--- src/rtl/uart_tx.sv ---
// rtl/uart_tx.sv - 8-N-1 UART transmitter, one byte per valid/ready handshake.
// Define UART_TX_PARITY_EN to insert an even parity bit (8-E-1).

module uart_tx #(
  parameter int CLOCK_FREQ = 50_000_000,
  parameter int BAUD_RATE  = 9600
) (
  input  logic       clk,
  input  logic       rst_n,
  input  logic [7:0] i_data,
  input  logic       i_data_valid,
  output logic       o_ready,
  output logic       o_uart_tx,
  output logic       o_tx_done
);

  localparam int MCNT_BAUD = CLOCK_FREQ / BAUD_RATE - 1;
  localparam int CNT_W     = (MCNT_BAUD > 0) ? $clog2(MCNT_BAUD + 1) : 1;
  localparam logic [CNT_W-1:0] MCNT = CNT_W'(MCNT_BAUD);

  typedef enum logic [2:0] {
    IDLE   = 3'd0,
    START  = 3'd1,
    DATA   = 3'd2,
`ifdef UART_TX_PARITY_EN
    PARITY = 3'd3,
`endif
    STOP   = 3'd4
  } state_t;

  state_t           state;
  logic [CNT_W-1:0] baud_cnt;
  logic [2:0]       bit_idx;
  logic [7:0]       shift_reg;
  logic             bit_end;

  assign bit_end = (baud_cnt == MCNT);

  always_ff @(posedge clk or negedge rst_n) begin
    if (!rst_n) begin
      state     <= IDLE;
      baud_cnt  <= '0;
      bit_idx   <= 3'd0;
      shift_reg <= 8'd0;
      o_uart_tx <= 1'b1;
      o_ready   <= 1'b1;
      o_tx_done <= 1'b0;
    end else begin
      o_tx_done <= 1'b0;
      case (state)
        IDLE: begin
          baud_cnt  <= '0;
          o_uart_tx <= 1'b1;
          o_ready   <= 1'b1;
          if (i_data_valid && o_ready) begin
            shift_reg <= i_data;
            bit_idx   <= 3'd0;
            state     <= START;
            o_ready   <= 1'b0;
            o_uart_tx <= 1'b0;
          end
        end
        START: begin
          if (bit_end) begin
            baud_cnt  <= '0;
            state     <= DATA;
            o_uart_tx <= shift_reg[0];
          end else begin
            baud_cnt <= baud_cnt + CNT_W'(1);
          end
        end
        DATA: begin
          if (bit_end) begin
            baud_cnt <= '0;
            if (bit_idx == 3'd7) begin
              bit_idx <= 3'd0;
`ifdef UART_TX_PARITY_EN
              state     <= PARITY;
              o_uart_tx <= ^shift_reg;
`else
              state     <= STOP;
              o_uart_tx <= 1'b1;
`endif
            end else begin
              bit_idx   <= bit_idx + 3'd1;
              o_uart_tx <= shift_reg[bit_idx + 3'd1];
            end
          end else begin
            baud_cnt <= baud_cnt + CNT_W'(1);
          end
        end
`ifdef UART_TX_PARITY_EN
        PARITY: begin
          if (bit_end) begin
            baud_cnt  <= '0;
            state     <= STOP;
            o_uart_tx <= 1'b1;
          end else begin
            baud_cnt <= baud_cnt + CNT_W'(1);
          end
        end
`endif
        STOP: begin
          if (bit_end) begin
            baud_cnt  <= '0;
            state     <= IDLE;
            o_ready   <= 1'b1;
            o_tx_done <= 1'b1;
          end else begin
            baud_cnt <= baud_cnt + CNT_W'(1);
          end
        end
        // Unreachable encodings recover to a quiet, ready line.
        default: begin
          state     <= IDLE;
          baud_cnt  <= '0;
          bit_idx   <= 3'd0;
          o_uart_tx <= 1'b1;
          o_ready   <= 1'b1;
        end
      endcase
    end
  end

endmodule

--- config.mk ---
export PLATFORM = sky130hd
export DESIGN_NAME = uart_tx
export DESIGN_NICKNAME = d
export VERILOG_FILES = /design/src/rtl/uart_tx.sv
export SDC_FILE = /design/constraint.sdc
export NUM_CORES = 1
export LEC_CHECK = 0
export BUFFER_PORTS_ARGS = -buffer_cell sky130_fd_sc_hd__buf_2
export CORE_MARGIN = 5
export CORE_UTILIZATION = 35
export DETAILED_ROUTE_END_ITERATION = 16
export SYNTH_ARGS = -nofsm -noshare
export SYNTH_HDL_FRONTEND = slang
export SYNTH_SLANG_ARGS = --single-unit
export TNS_END_PERCENT = 20
--- constraint.sdc ---
create_clock -name clk -period 1.8 [get_ports clk]
set_input_delay 0.18 -clock clk [delete_from_list [all_inputs] [get_ports clk]]
set_output_delay 0.18 -clock clk [all_outputs]
set_load 0.005 [all_outputs]
==> results of run 1 <==
[per-stage QoR]
stage | power, mW | hold WS (ns)
floorplan | 1.54 | -0.116
global placement | 1.77 | 0.234
detailed placement | 1.81 | 0.249
CTS | 2.38 | 0.114
global route | 2.67 | 0.119
finish | 2.50 | 0.121
[layout by cell type, fill, tap and decap left out, types with 2 or more instances in the layout]
| cell | Yosys | final |
|---|---|---|
| nand4_1 | 4 | 4 |
| nor3b_1 | 2 | 2 |
| o22ai_1 | 2 | 2 |
| a21oi_1 | 8 | 7 |
| clkbuf_8 | 0 | 6 |
| inv_1 | 5 | 5 |
| buf_4 | 0 | 16 |
| mux2i_1 | 4 | 4 |
| ha_1 | 3 | 3 |
| nand4b_1 | 2 | 2 |
| nor2b_1 | 2 | 2 |
| xor2_1 | 6 | 6 |
| mux2_2 | 9 | 9 |
| nand3_1 | 7 | 7 |
| nand2_1 | 7 | 7 |
| nor2_2 | 0 | 3 |
| nor2_1 | 17 | 13 |
| dfstp_2 | 2 | 2 |
| buf_2 | 1 | 13 |
| nand2b_1 | 3 | 3 |
| nor4_1 | 3 | 3 |
| nor3_1 | 2 | 2 |
| o31ai_1 | 2 | 2 |
| xnor2_1 | 5 | 5 |
| a211oi_1 | 2 | 2 |
| dfrtp_1 | 28 | 28 |
[report_power, final]
part / internal [mW] / switching, mW / total [mW]
clock network: 0.308 / 0.257 / 0.565
logic: 0.537 / 0.448 / 0.986
registers: 0.847 / 0.0994 / 0.947
total: 1.69 / 0.805 / 2.50
[critical path: cells and delay by family (launching register included)]
| kind | cells | cell delay, ns |
|---|---|---|
| compound gates | 1 | 0.23 |
| flops | 1 | 0.37 |
| mux | 1 | 0.10 |
| simple gates | 2 | 1.10 |
[worst max-delay path by stage]
stage | startpoint | to | slack, ns | cells after the start
after floorplan | baud_cnt[8]$_DFF_PN0_ | bit_idx[0]$_DFFE_PN0P_ | -0.16 | 5
after global routing | baud_cnt[8]$_DFF_PN0_ | bit_idx[0]$_DFFE_PN0P_ | -0.17 | 4
after detailed placement | baud_cnt[8]$_DFF_PN0_ | bit_idx[1]$_DFFE_PN0P_ | -0.23 | 4
after CTS | baud_cnt[8]$_DFF_PN0_ | bit_idx[1]$_DFFE_PN0P_ | -0.12 | 4
after global placement | baud_cnt[8]$_DFF_PN0_ | baud_cnt[11]$_DFF_PN0_ | -0.19 | 5
final | baud_cnt[8]$_DFF_PN0_ | bit_idx[0]$_DFFE_PN0P_ | -0.13 | 4
[what timing repair did]
| item | in CTS | in global routing |
|---|---|---|
| hold endpoints to repair | 28 | 0 |
| cloned | 0 | 1 |
| gates resized for setup | 2 | 9 |
| hold buffers | 1 | 0 |
| setup buffers | 0 | 1 |
| setup endpoints to repair | 20 | 28 |
| pin swaps | 0 | 1 |
[cell families (layout without fill, tap and decap cells)]
| family | Yosys count | count (layout) | share of synthesized area (%) |
|---|---|---|---|
| mux | 13 | 13 | 9.03 |
| simple gates | 62 | 62 | 21.6 |
| compound gates | 21 | 21 | 9.50 |
| buf+inv | 11 | 46 | 3.19 |
| flops | 30 | 30 | 48.1 |
| fa+ha+maj | 3 | 3 | 2.40 |
| xor+xnor | 11 | 11 | 6.15 |
[per-layer routing]
metal  vias to the layer above  global-route usage, %
met2                        17                   19.1
met4                         0                   5.24
met1                       599                   15.2
met3                         6                   4.33
met5                         -                      0
li1                        610                      -
[final cells by class]
| type | instances | share of cell area (%) |
|---|---|---|
| multi-input cells | 110 | 40.4 |
| flip-flops and latches | 30 | 38.1 |
| repair buffers | 33 | 12.7 |
| clock buffers | 7 | 4.36 |
| well taps | 52 | 3.29 |
| inverters | 5 | 0.948 |
| clock inverters | 1 | 0.253 |
==> results, run 1 <==
- The initialized floorplan defines 24 standard-cell rows.
- The remaining max-slew budget at the tightest pin is about 56%.
- For the pin with the worst max-slew slack, the measured transition is between 0.6 and 0.7 ns.
- The die is 76.9 um wide.
- The share of final-layout standard cells stronger than drive strength 1 is between 30% and 40%.
- Summed over all cells, the static leakage comes to 0.862 nW.
- The remaining antenna violation count after routing is 0.
- The cell type with the largest total area after synthesis is dfrtp_1.
- The fmax is 519 MHz.
- The signal on the critical path passes through or4b_4 > or4_4 > a22oi_4 > mux2i_1.
- The worst reg-to-reg path cell count is 4.
- The worst clock skew is 0.00728 ns.
- The number of instances in the placed design is 227.
- The number of fill cells is 425.
- The standard cell area after detailed placement is 1810 um2.
- The worst path in the final design needs a cycle of 1.93 ns, including I/O delays and setup.
- STA puts the critical path data required time at 1.97 ns.
- The number of nets handed over by synthesis was 165.
- Each instance of the synthesized netlist takes up on average 10.4 um2.
- 0 antenna diodes ended up in the layout.
- The critical path is of the flip-flop to flip-flop type.
- The clock slew seen by the registers of the worst setup and hold paths is ~0.060 ns.
- Counting instances in the post-synthesis netlist gives the leading cell types as 28 x dfrtp_1, 17 x nor2_1, 9 x mux2_2.
- The number of optimization iterations in the first detailed-route pass is 4.
- Summed over all failing endpoints, the final setup total negative slack is -1.82 ns.
- The min-delay analysis places its worst path in the category primary input to flip-flop.
- The I/O pin count is 14.
- TritonCTS built the clock tree.
- The number of global-route vias before repair is 1248.
- The startpoint identified for the worst register-to-register timing path is baud_cnt[8]$_DFF_PN0_.
- The quantity of I/O buffers inserted on ports is 13.
- The final number of hold-violating endpoints came to 0.
- The clock tree buffer depth is 2.
- The register with the most flip-flops in the layout has 13 of them.
- Counting flops with an async set or reset pin after synthesis yields a share of 100%.
- Timing analysis after detailed placement gives a worst setup slack of -0.232 ns.
- In this run the power density over the cells is 1260 nW/um2.
- Sorting the synthesized cells by area gives the leading types as dfrtp_1 45%, mux2_2 6.5%, nor2_1 4.1%.
- The met2 wire length is 1650 um.
- Counting the buffers created by CTS gives 5.
- The CTS H-tree depth is 2.
- The setup slack after layout is -0.126 ns.
- The number of antenna violations at the first check in global routing came to 0.
- The post-detailed-placement half-perimeter wirelength is ~2300 um.
- In the global route stage, overall resource usage came out at 12.2%.
- The final standard cell area without fillers is just under 2000 um2.
- The worst register-to-register path ends at bit_idx[0]$_DFFE_PN0P_.
- The number of nets at the end of the flow is 199.
- After detailed routing, no signal wire sits above met4.
- After layout, the worst path uses 107% of the clock period.
- In this design, the stage delay of the slowest critical-path cell is between 0.5 and 0.6 ns.
- Among all stages on the critical path, the largest delay is contributed by or4_4.
- The core footprint is around 4400 um2.
- The number of violations reported at the end of detailed-routing iteration 0 is 68.
- Routability-driven placement finished with a final weighted congestion of 0.901.
- Using the TritonRoute via totals, the vias-per-cell ratio works out to 5.18.
- The most common cell in the netlist is dfrtp_1.
- Clock latency on the worst-skew pair, taken at its later pin, is between 0.2 and 0.3 ns.
- Across all layers, the routed design uses 1232 vias.
- For this block, wires on met1 add up to roughly 1500 um.
- The clock root buffer is clkbuf_8.
- The checks that failed: setup timing.
- The flip-flop and latch area is around 750 um2.
- In this run the most critical hold path is launched from i_data[5].
- The residual overflow from global routing is 0.
- The area share of the largest cell type after synthesis is 44.7%.
- For this run, design rule violations remaining after detail routing come to 0.
- The final layout contains routed wiring with a total length of 3330 um.
- Along the worst path, the maximum fanout reaches 6.
- The first-pass GRT wire length is 5760 um.
- The number of standard cells in the final layout excluding fillers is 238.
- After synthesis the cells add up to 1570 um2.
- The kind of start point of the critical path is a flip-flop.
- The share of the yosys chip area belonging to registers is 48.1%.
- Synthesis inferred 30 register bits.
- The path with the worst hold slack has its endpoint at shift_reg[5]$_DFFE_PN0P_.
- The wire length on met3 is around 130 um.
- The floorplan step defined a die boundary enclosing between 5000 and 6000 um2.
- The multi-input combinational cell area is about 800 um2.
- For this run, the share of the core covered by cells in the final layout is 45.5%.
- The count of cells along the worst hold path is 2.
- The largest net degree at the start of global routing is 31.
- The number of library cell types mapped by synthesis is 43.
- The die is around 77 um tall.
- The area added between synthesis and finish is 26.4%.
- In the final routed layout, each cell accounts on average for ~14 um.
- The final count of pins violating max slew is 0.
- For this run, the leading register cell type out of synthesis is dfrtp_1.
- Synthesis handed over a netlist of 151 instances.
- The synthesized design contains 0 enable-type register cells.
- Setup repair after global routing could not meet its margin everywhere.
- The flow ran to the end, but the final reports show violations.
- The synthesis warning total is 0.
- For this configuration, the core starts out at a cell density of around 36%.
- The sink count of the clock tree is 30.
- The worst setup path is captured at a flip-flop.
- The total setup violations reported at the end of the flow is 19.
- Across the run, the number of max-cap violations was 0.
- The setup slack of the worst register-to-register path is -0.13 ns.
- The arrival time at the worst endpoint is 2.09 ns.
- The largest voltage drop on the vdd net is ~0.45 mV.
No activity file was read; power rests on OpenSTA's default activity.
==> run 2, diff against run 1 <==
--- a/config.mk
+++ b/config.mk
@@ -9,6 +9,8 @@
 export CORE_MARGIN = 5
 export CORE_UTILIZATION = 35
 export DETAILED_ROUTE_END_ITERATION = 16
+export RECOVER_POWER = 50
+export SLEW_MARGIN = 20
 export SYNTH_ARGS = -nofsm -noshare
 export SYNTH_HDL_FRONTEND = slang
 export SYNTH_SLANG_ARGS = --single-unit
==> run 2 against run 1 <==
Net effect:
- die area is the same
- non-clock buffer count is the same
- utilization is essentially flat
- worst setup slack is the same
- sequential share of layout area is essentially flat
- the run still ends with setup timing left
- global-route usage is the same
- highest routed layer unchanged
- critical path depth is the same
- flip-flop and latch count is the same
==> results, run 2 (synthesis results as in run 1) <==
- Status: finished with violations (unchanged).
- Violated checks: setup timing (unchanged).
- The clock slew seen by the registers of the worst setup and hold paths is 0.06 ns (about the same).
- The worst stage delay on the critical path is 0.56 ns (about the same).
- The total setup violations reported at the end of the flow is 19 (unchanged).
- The I/O pin count came to 14 (unchanged).
- Most frequent cells in the layout: 28 x dfrtp_1, 16 x buf_4, 13 x nor2_1 (was 28 x dfrtp_1, 16 x buf_4, 13 x nor2_1, 13 x buf_2, 9 x mux2_2).
- The number of violations reported at the end of detailed-routing iteration 0 is 68 (unchanged).
- The post-detailed-route via-to-cell ratio was 5.19 (was 5.18).
- The multi-input combinational cell area is 800 um2 (unchanged).
- The number of optimization iterations in the first detailed-route pass is 4 (unchanged).
- The core footprint is 4350 um2 (unchanged).
- The number of antenna violations at the first check in global routing is 0 (unchanged).
- The clock tree buffer depth is 2 (unchanged).
- The net switching fraction of the power came to 32.2% (about the same).
- The core occupancy in the finished layout was 45.4% (was 45.5%).
- The placer congestion estimate was 0.901 (unchanged).
- The share of final-layout standard cells stronger than drive strength 1 is 33.3% (was 33.9%).
- The routed length per instance came to 14.0 um (about the same).
- The DRC violation count after routing was 0 (unchanged).
- The CTS H-tree depth is 2 (unchanged).
- The fraction of met1 tracks used by global routing came to 15.2% (unchanged).
- The worst path buffer plus inverter count is 0 (unchanged).
- The sum of routed wire length over all layers came to 3320 um (was 3330 um).
- The kind of cell adding the most delay to the critical path is simple AND/OR/NAND/NOR gates (unchanged).
- The worst clock skew is 0.00728 ns (unchanged).
- The sink count of the clock tree is 30 (unchanged).
- The internal portion of total power is 1.69 mW (about the same).
- The power per standard cell area is 1260 nW/um2 (about the same).
- The power share of the clock group is 22.6% (about the same).
- The total design power is 2.50 mW (about the same).
- The path class of the lowest-slack min-delay path is primary input to flip-flop (unchanged).
- The largest net degree at the start of global routing is 31 (unchanged).
- The setup slack after layout was -0.126 ns (unchanged).
- The clock insertion delay at the later pin of the skew report is 0.29 ns (about the same).
- The die width is 76.9 um (unchanged).
- The effective utilization at floorplan is 36.0% (unchanged).
- The pin slew with the least headroom to its limit is 0.732 ns (was 0.658 ns).
- The fmax came to 519 MHz (unchanged).
- The final count of pins violating max slew came to 0 (unchanged).
- The remaining antenna violation count after routing came to 0 (unchanged).
- The routed via count is 1235 (was 1232).
- The sort of element at the end of the critical path is a flip-flop (unchanged).
- The clock tree from TritonCTS is built (unchanged).
- The shortest clock period the worst path allows after layout is 1.93 ns (unchanged).
- Ordered cell list for the critical path: or4b_4 > or4_4 > a22oi_4 > mux2i_1 (unchanged).
- The die height was 76.9 um (unchanged).
- The path type of the worst setup path is flip-flop to flip-flop (unchanged).
- The cell with the largest stage delay on the worst path is or4_4 (unchanged).
- The remaining max-slew budget at the tightest pin is 51.2% (was 56.1%).
- The area added between synthesis and finish was 26.3% (was 26.4%).
- The arrival time at the worst endpoint was 2.09 ns (about the same).
- The clock root buffer is clkbuf_8 (unchanged).
- The final number of hold-violating endpoints is 0 (unchanged).
- The quantity of I/O buffers inserted on ports was 13 (unchanged).
- The post-route clock period utilization is 107% (unchanged).
- The flip-flop and latch area is 753 um2 (unchanged).
- The number of nets at the end of the flow was 199 (unchanged).
- The first-pass GRT wire length came to 5760 um (unchanged).
- The number of fill cells is 426 (was 425).
- The met3 capacity usage during global routing is 4.33% (unchanged).
- The standard-cell row count is 24 (unchanged).
- The top fanout value on the critical path is 6 (unchanged).
- The number of global-route vias before repair is 1248 (unchanged).
- The met2 usage came to 19.1% (unchanged).
- The number of buffers added by the clock tree synthesis step came to 5 (unchanged).
- The final-layout worst hold slack came to 0.121 ns (unchanged).
- The sequential share of power is 37.9% (about the same).
- The power dissipated by switching net loads is 0.805 mW (about the same).
- The overall fraction of global-route tracks in use is 12.2% (unchanged).
- The combinational cell fraction of total power is 39.5% (about the same).
- The routing layer with the top usage in global route is met2 (unchanged).
- The area enclosed by the die boundary is 5910 um2 (unchanged).
- The flip-flop count of the largest register, all copies and words added was 13 (unchanged).
- The final antenna diode count was 0 (unchanged).
- Unrepaired setup endpoints after global routing: true (unchanged).
- The max-capacitance violation count is 0 (unchanged).
- The required time of the worst setup path is 1.97 ns (about the same).
- The kind of start point of the critical path was a flip-flop (unchanged).
- The residual overflow from global routing is 0 (unchanged).
- The post-detailed-placement half-perimeter wirelength came to 2300 um (unchanged).
- The leading cell type in the layout, fill and taps excluded is dfrtp_1 (unchanged).
- The largest voltage drop on the vdd net was 0.451 mV (about the same).
- The static leakage came to 0.857 nW (was 0.862 nW).
==> run 2: cell count changes in the layout (fill, tap and decap cells not counted), sizes merged <==
cell / delta
buf: -2
clkbuf: +2
==> run 2: layer usage <==
metal / wire, um / vias to the layer above
met2: 1650 / 19
li1: - / 610
met1: 1470 / 600
met4: 67 / 0
met5: 0 / -
met3: 133 / 6
==> run 2: through the flow <==
stage | cell area, um2 | TNS (ns) | setup WS [ns] | instances
4_1_cts | 1910 | -1.75 | -0.118 | 236
2_1_floorplan | 1570 | -2.87 | -0.163 | 151
3_5_place_dp | 1810 | -4.00 | -0.232 | 227
5_1_grt | 1980 | -2.71 | -0.167 | 238
6_report | 1980 | -1.82 | -0.126 | 238
3_3_place_gp | 1810 | -3.40 | -0.193 | 227
==> run 2: power groups by stage <==
stage	sequential, mW	clock (mW)	combinational (mW)
6_report	0.947	0.565	0.986
5_1_grt	0.971	0.611	1.09
4_1_cts	0.946	0.577	0.855
3_5_place_dp	0.959	0	0.851
3_3_place_gp	0.944	0	0.826
2_1_floorplan	0.939	0	0.600
==> run 2: final timing paths <==
path                       slack [ns]                   from                  endpoint  cells after the start
max in group asynchronous        0.84                  rst_n     baud_cnt[5]$_DFF_PN0_                      2
min                              0.12              i_data[5]  shift_reg[5]$_DFFE_PN0P_                      2
max                             -0.13  baud_cnt[8]$_DFF_PN0_    bit_idx[0]$_DFFE_PN0P_                      4
min reg2reg                      0.45  baud_cnt[0]$_DFF_PN0_     baud_cnt[0]$_DFF_PN0_                      1
min in group asynchronous        0.49                  rst_n    bit_idx[1]$_DFFE_PN0P_                      2
max reg2reg                     -0.13  baud_cnt[8]$_DFF_PN0_    bit_idx[0]$_DFFE_PN0P_                      4
==> run 2: final cells by class <==
class                           instances  share of cell area (%)
Inverter                                5                   0.949
Tap cell                               52                    3.29
Clock inverter                          1                   0.253
Sequential cell                        30                    38.1
Multi-Input combinational cell        110                    40.4
Timing Repair Buffer                   33                    12.7
Clock buffer                            7                    4.36
==> run 2: what timing repair did <==
| action | CTS | global route |
|---|---|---|
| hold endpoints to repair | 28 | 0 |
| setup buffers | 0 | 1 |
| hold buffers | 1 | 0 |
| resized for setup | 2 | 9 |
| endpoints found under the setup margin | 20 | 28 |
| pin swaps | 0 | 1 |
| cloned | 0 | 1 |
